## src/rtl/shared_resource_arbiter_pkg.sv

```systemverilog
// Shared types for the two-requester compute resource: requester ids, pipe stage
// record and defaults for the resource parameters.
package shared_resource_pkg;

  localparam int DEFAULT_DATA_W  = 32;
  localparam int DEFAULT_LATENCY = 3;
  localparam int DEFAULT_ADD_K   = 1;

  typedef enum logic {
    REQ_1 = 1'b0,
    REQ_2 = 1'b1
  } req_id_t;

  // Stage record at the default width; the top builds the same layout at its own DATA_W.
  typedef struct packed {
    logic                      valid;
    req_id_t                   owner;
    logic [DEFAULT_DATA_W-1:0] data;
  } stage_t;

  function automatic req_id_t other_req(input req_id_t r);
    return (r == REQ_1) ? REQ_2 : REQ_1;
  endfunction

endpackage

```

## src/rtl/shared_resource_arbiter_rr_arbiter2.sv

```systemverilog
// Two-way round-robin arbiter: combinational one-hot grant from eligible[1:0], with a
// pointer that favours the requester that did not win last.
module rr_arbiter2
  import shared_resource_pkg::*;
(
  input  logic       clk,
  input  logic       reset,
  input  logic [1:0] eligible,
  output logic [1:0] grant
);

  req_id_t ptr_reg;

  always_comb begin
    grant = 2'b00;
    if (eligible == 2'b11) begin
      grant = (ptr_reg == REQ_1) ? 2'b01 : 2'b10;
    end else begin
      grant = eligible;
    end
  end

  always_ff @(posedge clk or negedge reset) begin
    if (!reset) begin
      ptr_reg <= REQ_1;
    end else if (grant[0]) begin
      ptr_reg <= other_req(REQ_1);
    end else if (grant[1]) begin
      ptr_reg <= other_req(REQ_2);
    end
  end

endmodule

```

## src/rtl/shared_resource_arbiter.sv

```systemverilog
// Shared compute resource: round-robin admission of two requesters into a LATENCY-deep
// pipe computing data+ADD_K, results routed back to their owner with stall/flush handling.
module shared_resource_arbiter
  import shared_resource_pkg::*;
#(
  parameter int DATA_W  = DEFAULT_DATA_W,
  parameter int LATENCY = DEFAULT_LATENCY,
  parameter int ADD_K   = DEFAULT_ADD_K
) (
  input  logic              clk,
  input  logic              reset,
  input  logic [DATA_W-1:0] in_data_1,
  input  logic              in_valid_1,
  input  logic              in_flush_1,
  input  logic              in_stall_1,
  input  logic [DATA_W-1:0] in_data_2,
  input  logic              in_valid_2,
  input  logic              in_flush_2,
  input  logic              in_stall_2,
  output logic [DATA_W-1:0] out_data_1,
  output logic              out_valid_1,
  output logic              out_flush_1,
  output logic              out_stall_1,
  output logic [DATA_W-1:0] out_data_2,
  output logic              out_valid_2,
  output logic              out_flush_2,
  output logic              out_stall_2
);

  typedef struct packed {
    logic              valid;
    req_id_t           owner;
    logic [DATA_W-1:0] data;
  } pipe_stage_t;

  pipe_stage_t stage_reg [LATENCY];
  pipe_stage_t cleaned   [LATENCY];
  pipe_stage_t shift_src [LATENCY];
  pipe_stage_t head;
  pipe_stage_t entry;

  logic [1:0] req_valid;
  logic [1:0] req_flush;
  logic [1:0] req_stall;
  logic [1:0] eligible;
  logic [1:0] grant;
  logic [1:0] out_flush_reg;
  logic       freeze;
  logic       head_is_1;
  logic       head_is_2;

  assign req_valid = {in_valid_2, in_valid_1};
  assign req_flush = {in_flush_2, in_flush_1};
  assign req_stall = {in_stall_2, in_stall_1};

  assign head = stage_reg[LATENCY-1];

  // A stalled head blocks the whole pipe, unless its owner is flushing it away.
  assign freeze = head.valid & req_stall[head.owner] & ~req_flush[head.owner];

  assign eligible = req_valid & ~req_flush & {2{~freeze}};

  rr_arbiter2 u_arb (
    .clk      (clk),
    .reset    (reset),
    .eligible (eligible),
    .grant    (grant)
  );

  always_comb begin
    entry       = '0;
    entry.valid = |grant;
    entry.owner = grant[1] ? REQ_2 : REQ_1;
    entry.data  = (grant[1] ? in_data_2 : in_data_1) + DATA_W'(ADD_K);
  end

  generate
    for (genvar gi = 0; gi < LATENCY; gi++) begin : g_stage
      // Flushed owner's entries become bubbles in place; neighbours keep their slots.
      assign cleaned[gi] = {stage_reg[gi].valid & ~req_flush[stage_reg[gi].owner],
                            stage_reg[gi].owner, stage_reg[gi].data};

      if (gi == 0) begin : g_first
        assign shift_src[gi] = entry;
      end else begin : g_rest
        assign shift_src[gi] = cleaned[gi-1];
      end

      always_ff @(posedge clk or negedge reset) begin
        if (!reset) begin
          stage_reg[gi] <= '0;
        end else if (freeze) begin
          stage_reg[gi] <= cleaned[gi];
        end else begin
          stage_reg[gi] <= shift_src[gi];
        end
      end
    end
  endgenerate

  always_ff @(posedge clk or negedge reset) begin
    if (!reset) begin
      out_flush_reg <= 2'b00;
    end else begin
      out_flush_reg <= req_flush;
    end
  end

  assign head_is_1 = reset & head.valid & (head.owner == REQ_1);
  assign head_is_2 = reset & head.valid & (head.owner == REQ_2);

  assign out_valid_1 = head_is_1;
  assign out_valid_2 = head_is_2;
  assign out_data_1  = head_is_1 ? head.data : '0;
  assign out_data_2  = head_is_2 ? head.data : '0;
  assign out_flush_1 = reset & out_flush_reg[0];
  assign out_flush_2 = reset & out_flush_reg[1];
  assign out_stall_1 = reset & in_valid_1 & ~in_flush_1 & ~grant[0];
  assign out_stall_2 = reset & in_valid_2 & ~in_flush_2 & ~grant[1];

endmodule

```

## config.mk

```make
export PLATFORM = sky130hd
export DESIGN_NAME = shared_resource_arbiter
export DESIGN_NICKNAME = d
export VERILOG_FILES = /design/src/rtl/shared_resource_arbiter_pkg.sv /design/src/rtl/shared_resource_arbiter_rr_arbiter2.sv /design/src/rtl/shared_resource_arbiter.sv
export SDC_FILE = /design/constraint.sdc
export NUM_CORES = 1
export LEC_CHECK = 0
export ABC_AREA = 1
export CAP_MARGIN = 20
export CORE_MARGIN = 5
export CORE_UTILIZATION = 30
export DETAILED_ROUTE_END_ITERATION = 10
export DONT_BUFFER_PORTS = 1
export SLEW_MARGIN = 10
export SYNTH_ARGS = -nofsm -noshare
export SYNTH_HDL_FRONTEND = slang
export SYNTH_SLANG_ARGS = --single-unit
```

## constraint.sdc

```tcl
create_clock -name clk -period 6.85 [get_ports clk]
set_clock_uncertainty 0.2 [all_clocks]
set_input_delay 0.685 -clock clk [delete_from_list [all_inputs] [get_ports clk]]
set_output_delay 0.685 -clock clk [all_outputs]
set_load 0.01 [all_outputs]
```

==> run metrics, run 1 <==
status=finished clean; Initial Utilization=0.304; share of cells above drive strength 1=0.0624; DRC=0; Pwr per Cell Area=261 nW/um2; Mean Syn Cell Area=6.63 um2; CORE AREA=20900 um2; vias in the first global route=5052; num ports=142; CTS root buf=clkbuf_16; post-CTS setup buffers=0; FF+latch count, synth=105; fmax=258 MHz; Yosys top cell area share=0.414; Hold WC Path Type=input port to asynchronous set/reset pin; required time at the worst-slack endpoint=5.96 ns; Tot Pwr=1.76 mW; GP Congestion=0.890; CTS Buf Count=9; final cycle utilization of the critical path=0.566; Pins Over Slew Limit=0; Iter 0 DRT Violations=362; Worst Setup End Kind=output port; via count=5524; final HPWL from detailed placement=13400 um; Vias/cell=4.58; placed cell areas=6450 um2; Final ANT Viol Nets=0; Largest register FFs=99; CTS H-Tree Depth=3; minimum clock period=3.87 ns; clk slew on worst S/H paths=0.07 ns; Seq/Total Area, Yosys=0.414; total global-route track usage=0.146; Layout Nets=999; most common cell in the synthesized netlist=nand2_1; unrepaired setup endpoints after global routing=false; n_diodes=0; top post-synthesis cells by area=dfrtp_1 41%, nand2_1 23%, nor2_1 6.6%, inv_1 5.5%, nand3_1 4.8%; kind of critical path=input port to output port; flop-to-flop setup slack=3.11 ns; Final Cell Area=6750 um2; final hold violations=0; Leakage=3.48 nW; Slowest-stage cell, CP=nand2_4; Clock Latency Late Sink=0.34 ns; WL per Instance=14.8 um; Yosys warnings=0; peak supply drop=0.000107 V; initial antenna violation count=0; die area=24200 um2; slowest cell delay on critical path=0.81 ns; Num Clock Sinks=105; first-pass GRT wire length=28100 um; Post-CTS Resized=0; CP max FO=80; fraction of registers with async set/reset=1.00; Placement Setup Slack=2.70 ns; largest net degree at the start of global routing=106; most frequent cells after synthesis=388 x nand2_1, 111 x nor2_1, 105 x dfrtp_1; Site Rows=53; syn nets=1030; Die Wd=155 um; max-cap violations=0; number of synthesized flops with an enable pin=0; Fin Setup TNS=0 ns; relative slew slack=0.352; hold buffer count at cts=1; CTS tree=yes; CP Launch Type=input port; Die Y-Extent=155 um; drt total wl=17800 um; setup ws final=2.98 ns; Synth Instances=957; 1st-pass router iterations=5; setup violators final=0; port bufs=0; largest area contributor in the netlist=dfrtp_1; Synth cell types=31; Crit path arrival time=2.99 ns; R2R depth=16; Post-Syn Area=6340 um2; Most used DFF post-synth=dfrtp_1; worst slew pin tran=0.972 ns; crit-path cells=inv_2 > nand2_1 > nand2_1 > nand3_4 > nand2_4 > inv_2 > nor3_1; Area Growth Syn to Fin=6.35%; Clock Tree Buf Depth=2; Overflow after GRT=0
cell families after synthesis:
group | after synthesis | synth area share
AND/OR/NAND/NOR | 630 | 0.421
buffers and inverters | 144 | 0.0994
flip-flops | 105 | 0.414
AO/OA/AOI/OAI | 76 | 0.0617
XOR/XNOR | 1 | 0.00138
adder cells (fa/ha/maj) | 1 | 0.00197
final cells by class:
| type | count | area, um2 |
|---|---|---|
| Multi-Input combinational cell | 708 | 3090 |
| Fill cell | 2306 | 14100 |
| Inverter | 98 | 368 |
| Clock buffer | 12 | 246 |
| Sequential cell | 105 | 2630 |
| Timing Repair Buffer | 4 | 50.0 |
| Clock inverter | 3 | 17.5 |
| Tap cell | 275 | 344 |
layout by cell type, fill, tap and decap left out, types with 3 or more instances in the layout:
cell	n
nand3_1	61
nand3b_1	24
o21ai_0	60
nand4_1	5
inv_2	6
inv_1	92
clkbuf_16	9
nor2_4	3
nand2_2	9
nor3_1	5
o21ai_1	8
nor2_2	18
dfrtp_1	105
nand2_1	388
buf_4	3
nor2_1	111
per-stage QoR:
step                hold WS [ns]   util  std cells
global route              0.0941  0.323       1205
detailed placement         0.193  0.309       1189
finish                    0.0716  0.323       1205
floorplan                  0.189      -        957
CTS                       0.0978  0.323       1205
global placement           0.194  0.309       1189
critical path, delay by kind of cell:
kind	cells	cell delay [ns]
and+or+nand+nor	5	2.02
buffers and inverters	2	0.23
power by group:
| group | leakage [nW] | total (mW) | switching [mW] | internal, mW |
|---|---|---|---|---|
| combinational | 2.10 | 0.456 | 0.331 | 0.125 |
| sequential | 1.25 | 0.837 | 0.0612 | 0.776 |
| clock | 0.128 | 0.471 | 0.217 | 0.254 |
| total | 3.48 | 1.76 | 0.610 | 1.15 |
metal layers:
metal	up-vias	track usage	wire, um
met3	10	0.0342	1230
li1	2884	-	-
met4	0	0.0346	188
met1	2471	0.227	9140
met2	159	0.201	7270
met5	-	0	0
final timing paths:
path                              from               end
setup reg to reg           cleaned[32]       cleaned[88]
min in group clk            in_flush_1  out_flush_reg[0]
hold / removal                   reset        cleaned[3]
hold reg to reg            cleaned[86]       cleaned[52]
max in group asynchronous        reset       cleaned[90]
setup / recovery            in_flush_1       out_stall_2
Power figures use the tool's default switching activity.
==> run 2, diff against run 1 <==
Settings changed: ABC_AREA 1 to 0.
Clock period 6.85 ns to 3.1 ns, I/O delays scaled along.
==> run 2 against run 1 <==
Final cell count shrank 19%. Total power grew 84%. Wire length shrank 11%. Synthesized cell count shrank 26%. Non-clock buffer count grew 21. Count of clock-buffer cells in the layout grew 2. Sequential power grew 100%. Sequential share of layout area grew 1.1 points. Setup slack lost 2.8 ns. Area after synthesis shrank 7.5%. Clock power grew 140%. Worst hold slack lost 0.065 ns. Critical path type is now flip-flop to flip-flop.
==> run metrics, run 2 <==
relative slew slack=0.485; hold slack=0.00693 ns; Clock Tree Buf Depth=2; number of synthesized flops with an enable pin=0; most frequent cells after synthesis=250 x nand2_1, 105 x dfrtp_1, 69 x and2_1; Layout Nets=777; peak supply drop=0.000276 V; Mean Syn Cell Area=8.31 um2; GP Congestion=0.879; placed cells=950; Die Wd=150 um; CORE AREA=19300 um2; register area=2630 um2; Final ANT Viol Nets=0; CTS H-Tree Depth=3; Clock Latency Late Sink=0.34 ns; port bufs=0; Crit path arrival time=2.99 ns; Finished Layout Cells=975; Leakage=2.94 nW; Iter 0 DRT Violations=353; 1st-pass router iterations=5; drt total wl=15900 um; final HPWL from detailed placement=11500 um; CTS Buf Count=9; via count=4727; Slowest-stage cell, CP=dfrtp_1; CTS tree=yes; total global-route track usage=0.142; Multi-input gate area=3050 um2; Most used DFF post-synth=dfrtp_1; CP Launch Type=flip-flop; most common cell after layout, fill and taps aside=nand2_1; most frequent cells in the layout=249 x nand2_1, 105 x dfrtp_1, 69 x and2_1, 30 x o21ai_0, 25 x mux2i_1; die area=22500 um2; Yosys top cell area share=0.448; fraction of registers with async set/reset=1.00; DRC=0; syn nets=779; Yosys warnings=0; Site Rows=51; Synth cell types=53; WL per Instance=16.3 um; Post-Syn Area=5870 um2; worst slew pin tran=0.769 ns; fmax=341 MHz; flop-to-flop setup slack=0.17 ns; status=finished clean; Vias/cell=4.85; CP bufs+invs=1; crit-path cells=nor4bb_4 > a41oi_4 > nand2_2 > mux2_2 > ha_1 > and4_1 > nand4_1 > buf_4 > nor3_1 > or3_1 > a31oi_1; largest net degree at the start of global routing=106; Overflow after GRT=0; vias in the first global route=4512; Finished Core Util=0.339; Hold WC Path Type=input port to flip-flop; Initial Utilization=0.304; num ports=142; required time at the worst-slack endpoint=3.16 ns; slowest cell delay on critical path=0.40 ns; most common cell in the synthesized netlist=nand2_1; Fin Setup TNS=0 ns; final hold violations=0; Top Family by Delay on Critical Path=simple AND/OR/NAND/NOR gates; initial antenna violation count=1; final cycle utilization of the critical path=0.946; top post-synthesis cells by area=dfrtp_1 45%, nand2_1 16%, and2_1 7.4%, mux2i_1 4.3%, xor2_1 2.8%; Placement Setup Slack=0.0648 ns; CP max FO=5; CTS root buf=clkbuf_16; share of cells above drive strength 1=0.0677; Seq/Total Area, Yosys=0.448; Synth Instances=706; Pwr per Cell Area=496 nW/um2; Num Clock Sinks=105; Die Y-Extent=150 um; minimum clock period=2.93 ns; Area Growth Syn to Fin=11.7%; Largest register FFs=99; Pins Over Slew Limit=0; setup violators final=0; first-pass GRT wire length=25300 um; Worst Setup End Kind=flip-flop; max-cap violations=0; FF+latch count, synth=105; setup ws final=0.169 ns; largest area contributor in the netlist=dfrtp_1; clk slew on worst S/H paths=0.06 ns; Fill cells=2049; kind of critical path=flip-flop to flip-flop
[run 2: worst register-to-register path, stage by stage, from the launching register on]
cell	delay (ns)
dfrtp_1	0.40
nor4bb_4	0.36
a41oi_4	0.06
nand2_2	0.15
mux2_2	0.37
ha_1	0.24
and4_1	0.25
nand4_1	0.10
buf_4	0.16
nor3_1	0.06
or3_1	0.31
a31oi_1	0.18
[run 2: metrics by stage]
step	area [um2]	power (mW)
final	6550	3.25
after global routing	6550	3.44
after CTS	6510	3.30
after global placement	6150	2.11
after detailed placement	6150	2.12
after floorplan	5880	1.99
[run 2: per-layer routing]
metal / vias to the layer above / wire length (um) / track usage
li1: 2367 / - / -
met1: 2190 / 7720 / 0.216
met2: 160 / 6690 / 0.197
met3: 10 / 1360 / 0.0400
met4: 0 / 128 / 0.0329
met5: - / 0 / 0
[run 2: layout make-up]
| type | count | area share |
|---|---|---|
| diodes | 1 | 0.000382 |
| inverters | 8 | 0.00458 |
| clock buffers | 14 | 0.0388 |
| multi-input cells | 555 | 0.465 |
| repair buffers | 25 | 0.0338 |
| well taps | 265 | 0.0506 |
| flip-flops and latches | 105 | 0.401 |
| clock inverters | 2 | 0.00573 |
[run 2: repair_timing]
item / in CTS / in global routing
endpoints found under the hold margin: 110 / 0
hold buffers: 5 / 0
endpoints found under the setup margin: 0 / 7
resized for setup: 0 / 4
setup buffers: 0 / 3
[run 2: cells by family after synthesis]
kind of cell / synth area share
muxes: 0.0465
adders and majority gates: 0.00213
AOI/OAI and AO/OA: 0.103
DFF: 0.448
and+or+nand+nor: 0.320
xor gates and xnor gates: 0.0388
buffers and inverters: 0.0416
[run 2: report_power, final]
part	total, mW	internal (mW)	switching [mW]
Sequential	1.68	1.56	0.125
Combinational	0.437	0.171	0.265
Clock	1.13	0.650	0.482
[run 2: path summary, 6_finish.rpt]
check / startpoint / end / cells after the start
max in group asynchronous: reset / cleaned[86] / 2
setup reg to reg: cleaned[32] / cleaned[88] / 11
min in group asynchronous: reset / cleaned[5] / 2
hold / removal: in_flush_2 / stage_reg[67] / 3
hold reg to reg: cleaned[59] / cleaned[59] / 2
setup / recovery: cleaned[32] / cleaned[88] / 11
